**src/rtl/opb_register_simulink2ppc.sv**
```systemverilog
// opb_register_simulink2ppc
// OPB slave that lets the PowerPC read a 32-bit value captured from the fabric.
// The slave decodes two words in its address window:
//   offset 0x0  DATA   : last value captured on user_valid (read-only from OPB)
//   offset 0x4  STATUS : [31:16] update count, [1] overflow, [0] new flag
// Other low address bits alias onto these two words.
//
// OPB transfer handshake: a transfer is requested while OPB_select is high
// and the address falls inside [C_BASEADDR, C_HIGHADDR]. The slave answers
// with exactly one Sl_xferAck cycle, one cycle after the request is sampled,
// then waits for OPB_select to drop before decoding another request. Read
// data is valid on Sl_DBus only in the Sl_xferAck cycle and is zero otherwise.
//
// Ports
//   OPB_Clk, OPB_Rst_n     clock, asynchronous active-low reset
//   OPB_ABus/BE/DBus/RNW   OPB address, byte enables, write data, read flag
//   OPB_select, seqAddr    transfer active, sequential hint (ignored)
//   Sl_DBus, Sl_xferAck    read data, transfer acknowledge
//   Sl_errAck/retry/toutSup  tied to 0
//   user_data_in, user_valid  fabric value and its one-cycle capture strobe
//   dbg_state              current slave FSM state (IDLE=0, ACK=1, HOLD=2)
module opb_register_simulink2ppc #(
  parameter logic [31:0] C_BASEADDR   = 32'h00000000,
  parameter logic [31:0] C_HIGHADDR   = 32'h000000FF,
  parameter int          C_OPB_AWIDTH = 32,
  parameter int          C_OPB_DWIDTH = 32,
  parameter              C_FAMILY     = "virtex5"
) (
  input  logic                        OPB_Clk,
  input  logic                        OPB_Rst_n,
  input  logic [0:C_OPB_AWIDTH-1]     OPB_ABus,
  input  logic [0:C_OPB_DWIDTH/8-1]   OPB_BE,
  input  logic [0:C_OPB_DWIDTH-1]     OPB_DBus,
  input  logic                        OPB_RNW,
  input  logic                        OPB_select,
  input  logic                        OPB_seqAddr,
  output logic [0:C_OPB_DWIDTH-1]     Sl_DBus,
  output logic                        Sl_xferAck,
  output logic                        Sl_errAck,
  output logic                        Sl_retry,
  output logic                        Sl_toutSup,
  input  logic [31:0]                 user_data_in,
  input  logic                        user_valid,
  output logic [1:0]                  dbg_state
);

  typedef enum logic [1:0] {
    S_IDLE = 2'd0,
    S_ACK  = 2'd1,
    S_HOLD = 2'd2
  } state_t;

  // Window check as offset <= span avoids a constant-true compare when the
  // base address is zero.
  localparam logic [31:0] ADDR_SPAN = C_HIGHADDR - C_BASEADDR;

  state_t      state_q, state_d;
  logic [31:0] addr_off;
  logic        hit;

  // Attributes of the transfer being acknowledged, latched when it is decoded.
  logic        rnw_q;
  logic        stat_sel_q;
  logic        be3_q;
  logic        wbit1_q;

  logic [31:0] data_q;
  logic [15:0] count_q;
  logic        ovf_q;
  logic        new_q;

  logic        ack;
  logic        data_rd;
  logic        stat_clr;
  logic [31:0] rd_word;

  assign addr_off = OPB_ABus - C_BASEADDR;
  assign hit      = OPB_select && (addr_off <= ADDR_SPAN);

  always_ff @(posedge OPB_Clk or negedge OPB_Rst_n) begin
    if (!OPB_Rst_n) state_q <= S_IDLE;
    else            state_q <= state_d;
  end

  always_comb begin
    state_d = state_q;
    case (state_q)
      S_IDLE:  if (hit) state_d = S_ACK;
      S_ACK:   state_d = S_HOLD;
      S_HOLD:  if (!OPB_select) state_d = S_IDLE;
      default: state_d = S_IDLE;
    endcase
  end

  always_ff @(posedge OPB_Clk or negedge OPB_Rst_n) begin
    if (!OPB_Rst_n) begin
      rnw_q      <= 1'b0;
      stat_sel_q <= 1'b0;
      be3_q      <= 1'b0;
      wbit1_q    <= 1'b0;
    end else if (state_q == S_IDLE && hit) begin
      rnw_q      <= OPB_RNW;
      stat_sel_q <= OPB_ABus[C_OPB_AWIDTH-3];
      be3_q      <= OPB_BE[C_OPB_DWIDTH/8-1];
      wbit1_q    <= OPB_DBus[C_OPB_DWIDTH-2];
    end
  end

  assign ack      = (state_q == S_ACK);
  assign data_rd  = ack && rnw_q && !stat_sel_q;
  assign stat_clr = ack && !rnw_q && stat_sel_q && be3_q && wbit1_q;

  always_ff @(posedge OPB_Clk or negedge OPB_Rst_n) begin
    if (!OPB_Rst_n) begin
      data_q  <= 32'h0;
      count_q <= 16'h0;
      ovf_q   <= 1'b0;
      new_q   <= 1'b0;
    end else begin
      if (user_valid) begin
        data_q  <= user_data_in;
        count_q <= count_q + 16'd1;
      end
      // A capture in the same cycle as a DATA read keeps the flag set: the
      // reader saw the old value, so the new one is still unread.
      if (user_valid)   new_q <= 1'b1;
      else if (data_rd) new_q <= 1'b0;
      // Setting beats clearing so a capture over unread data is never lost.
      if (user_valid && new_q) ovf_q <= 1'b1;
      else if (stat_clr)       ovf_q <= 1'b0;
    end
  end

  assign rd_word    = stat_sel_q ? {count_q, 14'h0, ovf_q, new_q} : data_q;
  // Register bit 31 lands on Sl_DBus[0] (OPB big-endian bit numbering).
  assign Sl_DBus    = (ack && rnw_q) ? rd_word : '0;
  assign Sl_xferAck = ack;
  assign Sl_errAck  = 1'b0;
  assign Sl_retry   = 1'b0;
  assign Sl_toutSup = 1'b0;
  assign dbg_state  = state_q;

  logic unused_ok;
  assign unused_ok = ^{OPB_seqAddr, OPB_BE[0:C_OPB_DWIDTH/8-2],
                       OPB_DBus[0:C_OPB_DWIDTH-3], OPB_DBus[C_OPB_DWIDTH-1],
                       |C_FAMILY};

endmodule

```
**config.mk**
```make
export PLATFORM = sky130hd
export DESIGN_NAME = opb_register_simulink2ppc
export DESIGN_NICKNAME = d
export VERILOG_FILES = /design/src/rtl/opb_register_simulink2ppc.sv
export SDC_FILE = /design/constraint.sdc
export NUM_CORES = 1
export LEC_CHECK = 0
export BUFFER_PORTS_ARGS = -buffer_cell sky130_fd_sc_hd__buf_2
export CORE_ASPECT_RATIO = 0.8
export CORE_UTILIZATION = 45
export CTS_BUF_LIST = sky130_fd_sc_hd__clkbuf_4 sky130_fd_sc_hd__clkbuf_8 sky130_fd_sc_hd__clkbuf_16
export CTS_CLUSTER_SIZE = 14
export DETAILED_ROUTE_END_ITERATION = 7
export PLACE_DENSITY_LB_ADDON = 0.25
export RECOVER_POWER = 100
export SLEW_MARGIN = 5
export SYNTH_ARGS = -nofsm -noshare
export SYNTH_HDL_FRONTEND = slang
export SYNTH_SLANG_ARGS = --single-unit
```
**constraint.sdc**
```tcl
create_clock -name OPB_Clk -period 2.6 [get_ports OPB_Clk]
set_input_delay 0 -clock OPB_Clk [delete_from_list [all_inputs] [get_ports OPB_Clk]]
set_output_delay 0 -clock OPB_Clk [all_outputs]
set_load 0.01 [all_outputs]
```
==> results.sh <==
export IMPL_peakVddDrop_mv=0.396
export IMPL_areaGrowthSynthToFinish_pct=36.1
export IMPL_grt_usage=0.206
export IMPL_design_area_sq_um=3610
export IMPL_place_inst=386
export IMPL_timing_hold_ws_ns=0.0462
export IMPL_overflow=0
export IMPL_fill_cells=492
export IMPL_rsz0062_at_grt="no"
export IMPL_grt_pass1_vias=2152
export IMPL_slew_headroom=-0.0661
export IMPL_cts_made_buffers=5
export IMPL_cp_max_fo=19
export IMPL_synth_edff_count=0
export IMPL_vias=2060
export IMPL_finalSetupTns_ns=0
export IMPL_finalHoldViolCount=0
export IMPL_cp_end_kind="output port"
export IMPL_finalWeightedCongestion=0.756
export IMPL_syn_inst=216
export IMPL_ys_flop_type="dfrtp_1"
export IMPL_r2r_slack_ns=0.83
export IMPL_numPortBuffers=98
export IMPL_clk_path_buf_depth=2
export IMPL_final_net_count=460
export IMPL_antenna_found_initial=0
export IMPL_finalWorstSetupSlack_ns=0.556
export IMPL_tightestPinTransition_ns=1.60
export IMPL_grt_pass1_wl_um=9720
export IMPL_drive_gt1_frac=0.328
export IMPL_post_route_period_util=0.786
export IMPL_setup_viol=0
export IMPL_layout_cells_non_filler=432
export IMPL_syn_area_per_cell_sq_um=12.3
export IMPL_drt_iter0_drc=70
export IMPL_synth_cell_types=31
export IMPL_route_detailed_drc=0
export IMPL_htree_levels=2
export IMPL_startpoint_type="flip-flop"
export IMPL_status="finished, violations left"
export IMPL_grt_max_degree=50
export IMPL_ys_seq_elements=56
export IMPL_synth_area_sq_um=2650
export IMPL_min_path_type="input port to flip-flop"
export IMPL_io_pins=144
export IMPL_postPlaceCellArea_sq_um=3210
export IMPL_drv_slew=30
export IMPL_holdBufCountCts=38
export IMPL_cp_arrival_ns=2.04
export IMPL_async_flop_share=1.00
export IMPL_cts_resized_gates=0
export IMPL_first_pass_iters=4
export IMPL_clkSinkCount=56
export IMPL_maxCapViolCount=1
export IMPL_p_per_area_nw_per_um2=510
export IMPL_ys_warn_count=0
export IMPL_crit_type="flip-flop to output port"
export IMPL_violations="max-capacitance violations, max-slew violations"
export IMPL_max_freq_mhz=489
export IMPL_min_period_ns=2.04
export IMPL_wl_um=5920
export IMPL_wl_per_cell_um=13.7
export IMPL_cp_data_required_time_ns=2.60
export IMPL_root_buffer="clkbuf_8"
export IMPL_antennaDiodeCount=0
export IMPL_routed_via_density=4.77
export IMPL_num_rows=24
export IMPL_core_area_sq_um=5560
export IMPL_initial_core_util=0.477
export IMPL_fin_skew_ns=0.0121
export IMPL_dp_hpwl_um=4000
export IMPL_ant_nets=0
export IMPL_path_clk_slew_ns=0.10
export IMPL_cts_setup_buffers=0
export IMPL_dp_slack_ns=0.977
export IMPL_p_leak_nw=1.64
export IMPL_clk_latency_ns=0.31
export IMPL_ys_seq_area_frac=0.529
export IMPL_die_width_um=87.8
export IMPL_tritoncts="yes"
export IMPL_die_area_sq_um=6200
export IMPL_die_h_um=70.7
critical path: stages, from the launching register on:
cell and delay (ns):
dfrtp_1 0.41, and2b_1 0.25, nand2_1 0.10, clkbuf_1 0.69
nor2_1 0.13, clkbuf_1 0.16
logic make-up after synthesis:
kind of cell             share of synthesized area
buffers and inverters                       0.0264
flip-flops                                   0.529
other                                      0.00141
multiplexers                                 0.231
AO/OA/AOI/OAI                              0.00519
adder cells (fa/ha/maj)                    0.00472
AND/OR/NAND/NOR                              0.153
XOR/XNOR                                    0.0496
final cells by class:
type | instances | area (sq um) | area share
clock buffers | 6 | 76.3 | 0.0212
multi-input cells | 149 | 1160 | 0.320
well taps | 78 | 97.6 | 0.0270
clock inverters | 2 | 16.3 | 0.00451
repair buffers | 140 | 857 | 0.238
flip-flops and latches | 56 | 1400 | 0.388
inverters | 1 | 3.75 | 0.00104
flip-flops by register name (all words and copies together) (netlist names):
register and flops:
be3_q 1, count_q 16, stat_sel_q 1, data_q 32
new_q 1, wbit1_q 1, rnw_q 1, ovf_q 1
dbg_state 2
cells in the mapped netlist, types with 2 or more instances:
library cell	instances	area share
nor2_1	24	0.034
and4_1	2	0.0066
mux2_2	33	0.14
nand3_1	5	0.0094
xnor2_1	7	0.023
mux2_4	4	0.023
nand2b_1	2	0.0047
nand4_1	6	0.014
buf_2	8	0.015
and2_1	14	0.033
nand2_1	6	0.0085
buf_4	3	0.0085
nor4_1	4	0.0094
and3_1	2	0.0047
dfrtp_1	56	0.53
xor2_1	8	0.026
mux2i_1	18	0.068
cell usage in the layout, fill, tap and decap left out, drive strengths merged:
cell type	instances
a22o	1
and2	14
and2b	1
and3	2
and4	2
buf	72
clkbuf	36
clkinv	1
clkinvlp	1
conb	3
dfrtp	56
dlygate4sd3	38
ha	1
inv	1
mux2	37
mux2i	18
nand2	6
nand2b	2
nand3	5
nand3b	1
nand4	6
nor2	25
nor2b	1
nor3	2
nor4	5
nor4b	1
o21ai	1
xnor2	7
xor2	8
per-layer routing:
layer  up-vias  routed length [um]  GRT usage  share of wire
met5         -                   0          0              0
met4         0                  51     0.0546         0.0086
met3         5                 306     0.0373          0.052
met2        67                2890      0.368           0.49
met1       979                2670      0.256           0.45
li1       1009                   -          -              -
worst paths after layout:
| check | startpoint | cells after the start | to |
|---|---|---|---|
| min in group asynchronous | OPB_Rst_n | 2 | data_q[27] |
| max in group asynchronous | OPB_Rst_n | 3 | data_q[6] |
| min reg2reg | count_q[15] | 1 | count_q[15] |
| max | dbg_state[1] | 5 | Sl_DBus[0] |
| max reg2reg | dbg_state[0] | 4 | stat_sel_q |
| min | OPB_ABus[13] | 4 | dbg_state[0] |
through the flow:
step | util | power, mW
5_1_grt | 0.650 | 1.94
6_report | 0.650 | 1.84
4_1_cts | 0.663 | 1.87
2_1_floorplan | - | 1.22
3_3_place_gp | 0.578 | 1.31
3_5_place_dp | 0.578 | 1.33
report_power, final:
group	switching (mW)	internal, mW	leakage [nW]
combinational	0.104	0.178	0.917
clock	0.281	0.203	0.0448
sequential	0.0997	0.972	0.682
total	0.485	1.35	1.64
(Power assumes the default switching activity.)
